File: config.mk
export PLATFORM = sky130hd
export DESIGN_NAME = fpu_issue_ctrl
export DESIGN_NICKNAME = d
export VERILOG_FILES = /design/src/rtl/fpu_issue_ctrl.sv
export SDC_FILE = /design/constraint.sdc
export NUM_CORES = 1
export LEC_CHECK = 0
export ABC_AREA = 1
export CELL_PAD_IN_SITES_DETAIL_PLACEMENT = 1
export CELL_PAD_IN_SITES_GLOBAL_PLACEMENT = 1
export CORE_MARGIN = 4
export CORE_UTILIZATION = 24
export DETAILED_ROUTE_END_ITERATION = 10
export GPL_TIMING_DRIVEN = 0
export PLACE_DENSITY = 0.76
export SLEW_MARGIN = 40
export SYNTH_ARGS = -nofsm -noshare
export SYNTH_HDL_FRONTEND = slang
export SYNTH_SLANG_ARGS = --single-unit
File: constraint.sdc
create_clock -name clk -period 1.3 [get_ports clk]
set_input_delay 0.13 -clock clk [delete_from_list [all_inputs] [get_ports clk]]
set_output_delay 0.13 -clock clk [all_outputs]
set_load 0.02 [all_outputs]
File: src/rtl/fpu_issue_ctrl.sv
// Purpose : issue controller in front of the FP coprocessor; decodes core instructions,
//           drives opcode/addresses/load data for one cycle, then holds off for the op latency.
// Latency : handshake -> ISSUE next cycle; sw store_valid 2 cycles after ISSUE.
// Backpr. : instr_ready only in IDLE (at most one instruction per 2 cycles; longer after mul/div/rev/sw).
// Ports   : clk, reset (sync, active-high); instr_valid/instr_ready/instr/load_data from the core;
//           opcode/addr_reg_in1/addr_reg_in2/addr_destination/inputdata_float to the coprocessor;
//           outdata_float from the coprocessor; store_valid/store_data, illegal, busy to the core.
module fpu_issue_ctrl #(
    parameter int LAT_MUL = 2,
    parameter int LAT_DIV = 4
) (
    input  logic        clk,
    input  logic        reset,
    input  logic        instr_valid,
    output logic        instr_ready,
    input  logic [31:0] instr,
    input  logic [31:0] load_data,
    output logic [5:0]  opcode,
    output logic [4:0]  addr_reg_in1,
    output logic [4:0]  addr_reg_in2,
    output logic [4:0]  addr_destination,
    output logic [31:0] inputdata_float,
    input  logic [31:0] outdata_float,
    output logic        store_valid,
    output logic [31:0] store_data,
    output logic        illegal,
    output logic        busy
);

    localparam logic [1:0] S_IDLE    = 2'd0;
    localparam logic [1:0] S_ISSUE   = 2'd1;
    localparam logic [1:0] S_WAIT    = 2'd2;
    localparam logic [1:0] S_CAPTURE = 2'd3;

    localparam logic [5:0] OP_NOP   = 6'b000000;
    localparam logic [5:0] OP_FIRST = 6'b110000;
    localparam logic [5:0] OP_MUL   = 6'b110010;
    localparam logic [5:0] OP_DIV   = 6'b110011;
    localparam logic [5:0] OP_REV   = 6'b110101;
    localparam logic [5:0] OP_SW    = 6'b111000;
    localparam logic [5:0] OP_LAST  = 6'b111000;

    // Counter preload is latency-1 so that the WAIT state lasts exactly 'latency' cycles.
    localparam logic [3:0] MUL_CNT = (LAT_MUL > 0) ? 4'(LAT_MUL - 1) : 4'd0;
    localparam logic [3:0] DIV_CNT = (LAT_DIV > 0) ? 4'(LAT_DIV - 1) : 4'd0;

    logic [1:0] state;
    logic [3:0] wait_cnt;
    logic [5:0] dec_op;
    logic       legal;
    logic       unused_low_bits;

    // Low instruction bits carry no information for this block.
    assign unused_low_bits = ^instr[10:0];

    assign dec_op      = instr[31:26];
    assign legal       = (dec_op >= OP_FIRST) && (dec_op <= OP_LAST);
    assign instr_ready = (state == S_IDLE) && !reset;
    assign busy        = (state != S_IDLE);

    always_ff @(posedge clk) begin
        if (reset) begin
            state            <= S_IDLE;
            wait_cnt         <= 4'd0;
            opcode           <= OP_NOP;
            addr_reg_in1     <= 5'd0;
            addr_reg_in2     <= 5'd0;
            addr_destination <= 5'd0;
            inputdata_float  <= 32'd0;
            store_data       <= 32'd0;
            store_valid      <= 1'b0;
            illegal          <= 1'b0;
        end else begin
            // Both flags are single-cycle pulses.
            store_valid <= 1'b0;
            illegal     <= 1'b0;

            case (state)
                S_IDLE: begin
                    if (instr_valid && instr_ready) begin
                        if (legal) begin
                            // The output registers double as the holding registers, so the
                            // fields appear on the coprocessor pins in the ISSUE cycle.
                            opcode           <= dec_op;
                            addr_destination <= instr[25:21];
                            addr_reg_in1     <= instr[20:16];
                            addr_reg_in2     <= instr[15:11];
                            inputdata_float  <= load_data;
                            state            <= S_ISSUE;
                        end else begin
                            illegal <= 1'b1;
                        end
                    end
                end

                S_ISSUE: begin
                    // Opcode is live for this one cycle only; addresses and data keep their values.
                    opcode <= OP_NOP;
                    if (opcode == OP_SW) begin
                        state <= S_CAPTURE;
                    end else if ((opcode == OP_MUL) && (LAT_MUL > 0)) begin
                        wait_cnt <= MUL_CNT;
                        state    <= S_WAIT;
                    end else if (((opcode == OP_DIV) || (opcode == OP_REV)) && (LAT_DIV > 0)) begin
                        wait_cnt <= DIV_CNT;
                        state    <= S_WAIT;
                    end else begin
                        state <= S_IDLE;
                    end
                end

                S_WAIT: begin
                    if (wait_cnt == 4'd0) begin
                        state <= S_IDLE;
                    end else begin
                        wait_cnt <= wait_cnt - 4'd1;
                    end
                end

                S_CAPTURE: begin
                    // Coprocessor presents the store value in the cycle after the sw issue.
                    store_data  <= outdata_float;
                    store_valid <= 1'b1;
                    state       <= S_IDLE;
                end

                default: begin
                    state <= S_IDLE;
                end
            endcase
        end
    end

endmodule

# Yosys cells after proc, flatten, opt, wreduce, memory -nomap -nowiden
# Cells that the tools add are included.
[word_totals]
regBits = 93
wordCells = 60
in_bits = 99
out_inout_bits = 89
[op_classes]
muxes = 17
reduce_logical = 15
order_cmp = 2
eq_ne = 13
bitwise = 2
n_addsub = 1
[op_table]
columns = ["cell", "count"]
rows = [
  ["$eq A6 B6 Y1 const B", 4],
  ["$mux W4", 4],
  ["$mux W2", 6],
  ["$mux W6", 2],
  ["$pmux W6 S2", 1],
  ["$reduce_and A3 Y1", 3],
  ["$ne A2 B2 Y1 const B", 4],
  ["$pmux W2 S4", 1],
  ["$pmux W4 S2", 1],
  ["$ge A6 B6 Y1 const B", 1],
  ["$le A6 B6 Y1 const B", 1],
  ["$reduce_bool A2 Y1", 3],
  ["$eq A2 B2 Y1 const B", 2],
  ["$logic_not A4 Y1", 1],
  ["$reduce_and A4 Y1", 1],
  ["$sub A4 B1 Y4 const B", 1],
  ["$logic_and A1 B1 Y1", 3],
  ["$ne A3 B3 Y1 const B", 1],
  ["$reduce_or A3 Y1", 1],
  ["$eq A2 B1 Y1 const B", 1],
  ["$logic_not A2 Y1", 1],
  ["$mux W1", 2],
  ["$ne A2 B1 Y1 const B", 1],
  ["$not A1 Y1", 2],
  ["other kinds (2)", 2],
]

# Depth between registers and ports, before layout
[logic_depth]
depth_word = 6
mapped_depth = 10
ltp_nobuf = 9

# Least setup slack after synthesis
# OpenSTA, ideal clock, no wires.
[synth_timing]
path_kind = "register to register"
start = "register state[0]"
end = "register addr_destination[0]"
arrival_ns = 1.375
t_required_ns = 1.184
path_slack_ns = -0.190
path_buffers = 2
period_less_slack_ns = 1.490
path_stages_with_launch = 11
path_cell_list = "dfxtp_1 nor2_4 inv_2 nor2_4 nand2_2 nor2_4 inv_2 buf_6 buf_6 nor2_1 nor2_1"
[synth_between]
elab_chain_cells = 4
[synth_rtl]
columns = ["element", "line", "rtl"]
rows = [
  ["start: declaration", "47", "logic [1:0] state;"],
  ["start signal: assignment", "63", "state <= S_IDLE;"],
  ["start signal: assignment", "89", "state <= S_ISSUE;"],
  ["start signal: assignment", "100", "state <= S_CAPTURE;"],
  ["$logic_not A2 Y1", "58", "assign instr_ready = (state == S_IDLE) && !reset;"],
  ["$logic_and A1 B1 Y1", "58", ""],
  ["via instr_ready", "15", "output logic instr_ready,"],
  ["$logic_and A1 B1 Y1", "80", "if (instr_valid && instr_ready) begin"],
  ["$reduce_and A3 Y1 (no source line)", "-", ""],
  ["end signal: assignment", "85", "addr_destination <= instr[25:21];"],
  ["end: declaration", "21", "output logic [4:0] addr_destination,"],
]
# The timed path passes the listed nets, and every way through them passes these cells.
# A chain may end at the register's enable or synchronous reset.

# Worst setup path in the final report
[layout_timing]
start = "register state[0]"
end = "register inputdata_float[20]"
[layout_between]
elab_chain_cells = 4
[layout_rtl]
columns = ["element", "line", "rtl"]
rows = [
  ["$logic_not A2 Y1 *", "58, 78", ""],
  ["$logic_and A1 B1 Y1", "58", ""],
  ["$logic_and A1 B1 Y1", "80", ""],
  ["$reduce_and A3 Y1 (no source line) *", "-", ""],
  ["end signal: assignment", "88", "inputdata_float <= load_data;"],
  ["end: declaration", "22", "output logic [31:0] inputdata_float,"],
]
# Every way passes the cells marked *; elsewhere a longest branch is shown, timed or not.

==> results.py <==
metrics = {
    "run_status": {
        "status": "complete, but fails checks",
        "failed_checks": "negative setup slack",
    },
    "logic_synthesis": {
        "netlist.top_cell.by_area": "dfxtp_1",
        "synth_fp_nets": 571,
        "synth_seq_cells": 93,
        "syn_avg_cell_area_sq_um": 7.49,
        "synthesis.area_sq_um": 3520,
        "yosys_warnings": 0,
        "yosys.area.top_type_share_pct": 52.9,
        "ys_seq_area_share_pct": 52.9,
        "synth_area_leaders": "dfxtp_1 (53%), nor2_1 (20%), o21ai_0 (9.4%), nand2_1 (3.8%), buf_6 (2.2%)",
        "synthCells": 470,
        "synth_cell_types": 21,
    },
    "power": {
        "ir_drop_uv": 849,
        "p_per_area_nw_per_um2": 999,
        "p_leak_nw": 2.95,
    },
    "place": {
        "portBuffers": 176,
        "dp_slack_ns": -0.545,
        "routabilityCongestion": 0.789,
        "dp_hpwl_um": 9840,
    },
    "cells_and_area": {
        "antenna_cells": 0,
        "fin_nets": 778,
        "syn2layout_area_growth_pct": 80.2,
        "drive_gt1_share_pct": 18.5,
        "final_core_util_pct": 45.0,
    },
    "clock_tree": {
        "cts.clk_slew.worst_paths_ns": 0.06,
        "hold_buffers": 0,
        "htree_num_levels": 3,
        "cts.path.max_buffers": 2,
        "clkSinkCount": 93,
        "cts_tree": "done",
        "cts_root_buf": "clkbuf_16",
        "insertion_delay_ns": 0.34,
        "cts_made_buffers": 9,
    },
    "drt": {
        "highest_layer": "met4",
        "wl_per_cell_um": 15.7,
        "wl_met3_um": 1220,
        "postRouteAntennaNets": 0,
        "dr.pass1.iters": 4,
        "drt-total-wl_um": 13500,
        "drt_iter0_drc": 150,
        "met1_length_um": 5480,
        "met2_length_um": 6630,
        "vias": 3759,
        "post-route-drc-count": 0,
        "via_per_inst": 4.37,
    },
    "timing": {
        "worst_pin_slew_ns": 0.459,
        "fin_skew_ns": 0.00443,
        "finalCriticalPeriod_ns": 1.49,
        "relSlewSlack_pct": 69.4,
        "final-hold-violation-count": 0,
        "rsz0062_at_grt": "yes",
        "clock.fmax_ghz": 0.670,
        "setup_viol": 84,
        "fin_crit_sh_pct": 115,
        "slew_violations": 0,
        "setup_slack_ns": -0.192,
    },
    "global_routing": {
        "grt_max_degree": 15,
        "antenna_found_initial": 0,
        "grt_pass1_wl_um": 20600,
        "track_usage_pct": 15.7,
        "grt_pass1_vias": 4093,
        "grt_overflow": 0,
    },
    "die": {
        "initial_core_util_pct": 25.0,
        "core_area_sq_um": 14100,
        "rows": 43,
        "die-area_sq_um": 16700,
        "die_w_um": 129,
        "io_pins": 188,
        "dieHeight_um": 129,
    },
    "setup_path": {
        "critPathCaptureType": "register",
        "cp-start-kind": "register",
        "critPathKind": "register to register",
        "critical_path_required_ns": 1.54,
        "r2r_slack_ns": -0.19,
        "critPathArrivalTime_ns": 1.73,
        "cp_max_fo": 6,
    },
    "hold_path": {
        "min_path_type": "primary input to register",
    },
    "run": {
        "max_cap_viol_count": 0,
    },
}
-- path summary, 6_finish.rpt --
kind	startpoint	endpoint	depth (start not counted)
setup / recovery	state[0]	inputdata_float[20]	10
hold / removal	reset	store_valid	2
setup reg to reg	state[0]	inputdata_float[20]	10
hold reg to reg	store_data[8]	store_data[8]	2
-- cell type report --
class / count / area, sq um
Multi-Input combinational cell: 329 / 1730
Sequential cell: 93 / 1870
Clock inverter: 3 / 45.0
Fill cell: 1692 / 7750
Buffer: 24 / 214
Clock buffer: 12 / 256
Inverter: 24 / 98.8
Timing Repair Buffer: 195 / 1900
Timing Repair inverter: 1 / 5.00
Tap cell: 180 / 225
-- cells in the mapped netlist --
library cell	instances
nand3_1	11
nor2_4	3
dfxtp_1	93
ha_1	2
buf_2	5
nor2_2	1
nand2_2	2
inv_1	21
o21ai_1	14
inv_2	2
a21oi_1	5
buf_6	7
clkinv_1	1
o21ai_0	66
a31oi_1	1
clkbuf_1	13
or2_2	1
a21oi_2	1
nor2_1	183
nand2_1	36
nand4_1	2
-- metrics by stage --
stage          instance area [sq um]  total power [mW]  hold slack (ns)  std cells  TNS [ns]
5_1_grt                         6340              6.62            0.219        861    -15.84
3_3_place_gp                    5510              3.62            0.464        826    -45.07
3_5_place_dp                    5510              3.64            0.475        826    -45.63
6_report                        6340              6.33            0.213        861     -8.77
4_1_cts                         5980              6.37            0.353        852    -13.66
2_1_floorplan                   3530              3.21            0.192        470     -5.91
-- metal layers --
metal  global-route usage [%]  up-vias
met1                     17.2     1721
li1                         -     1897
met4                     5.37        0
met3                     6.80       14
met2                     27.0      127
met5                        0        -
-- cell families after synthesis --
group / count (synthesis) / synth area share (%)
AO/OA/AOI/OAI: 87 / 12.5
flip-flops: 93 / 52.9
AND/OR/NAND/NOR: 239 / 27.0
adder cells (fa/ha/maj): 2 / 0.711
buffers and inverters: 49 / 6.90
-- power breakdown --
group | switching (mW) | internal (mW) | total [mW]
logic | 0.337 | 0.393 | 0.730
registers | 0.0282 | 2.90 | 2.92
clock network | 1.09 | 1.59 | 2.68
total | 1.46 | 4.87 | 6.33
-- registers in the layout, indices dropped and copies added (netlist names) --
signal,cells
addr_destination,5
addr_reg_in1,5
addr_reg_in2,5
illegal,1
inputdata_float,32
opcode,6
state,2
store_data,32
store_valid,1
wait_cnt,4
-- critical path: stages, from the launching register on --
cell	delay, ns
dfxtp_2	0.34
nor2_4	0.14
inv_4	0.05
nor2_4	0.10
nand2_4	0.07
nor2_4	0.15
inv_2	0.09
buf_12	0.16
clkbuf_16	0.16
nor2_1	0.09
nor2_1	0.05
-- repair_timing --
action	CTS	global route
cloned	5	3
setup endpoints to repair	180	95
pin swaps	11	15
buffers inserted	7	6
resized for setup	141	89
-- cells in the final DEF (no fill, tap or decap), drive strengths merged --
master and n:
clkinvlp 4, dfxtp 93, dlymetal6s2s 1, a31oi 1, bufinv 1, nor2 187
a21oi 6, nand2 39, inv 23, clkbuf 26, dlygate4sd2 87, clkdlybuf4s50 86
ha 2, or2 1, o21ai 80, nand3 11, clkdlybuf4s15 1, nand4 2
buf 30
(Power assumes the default switching activity.)
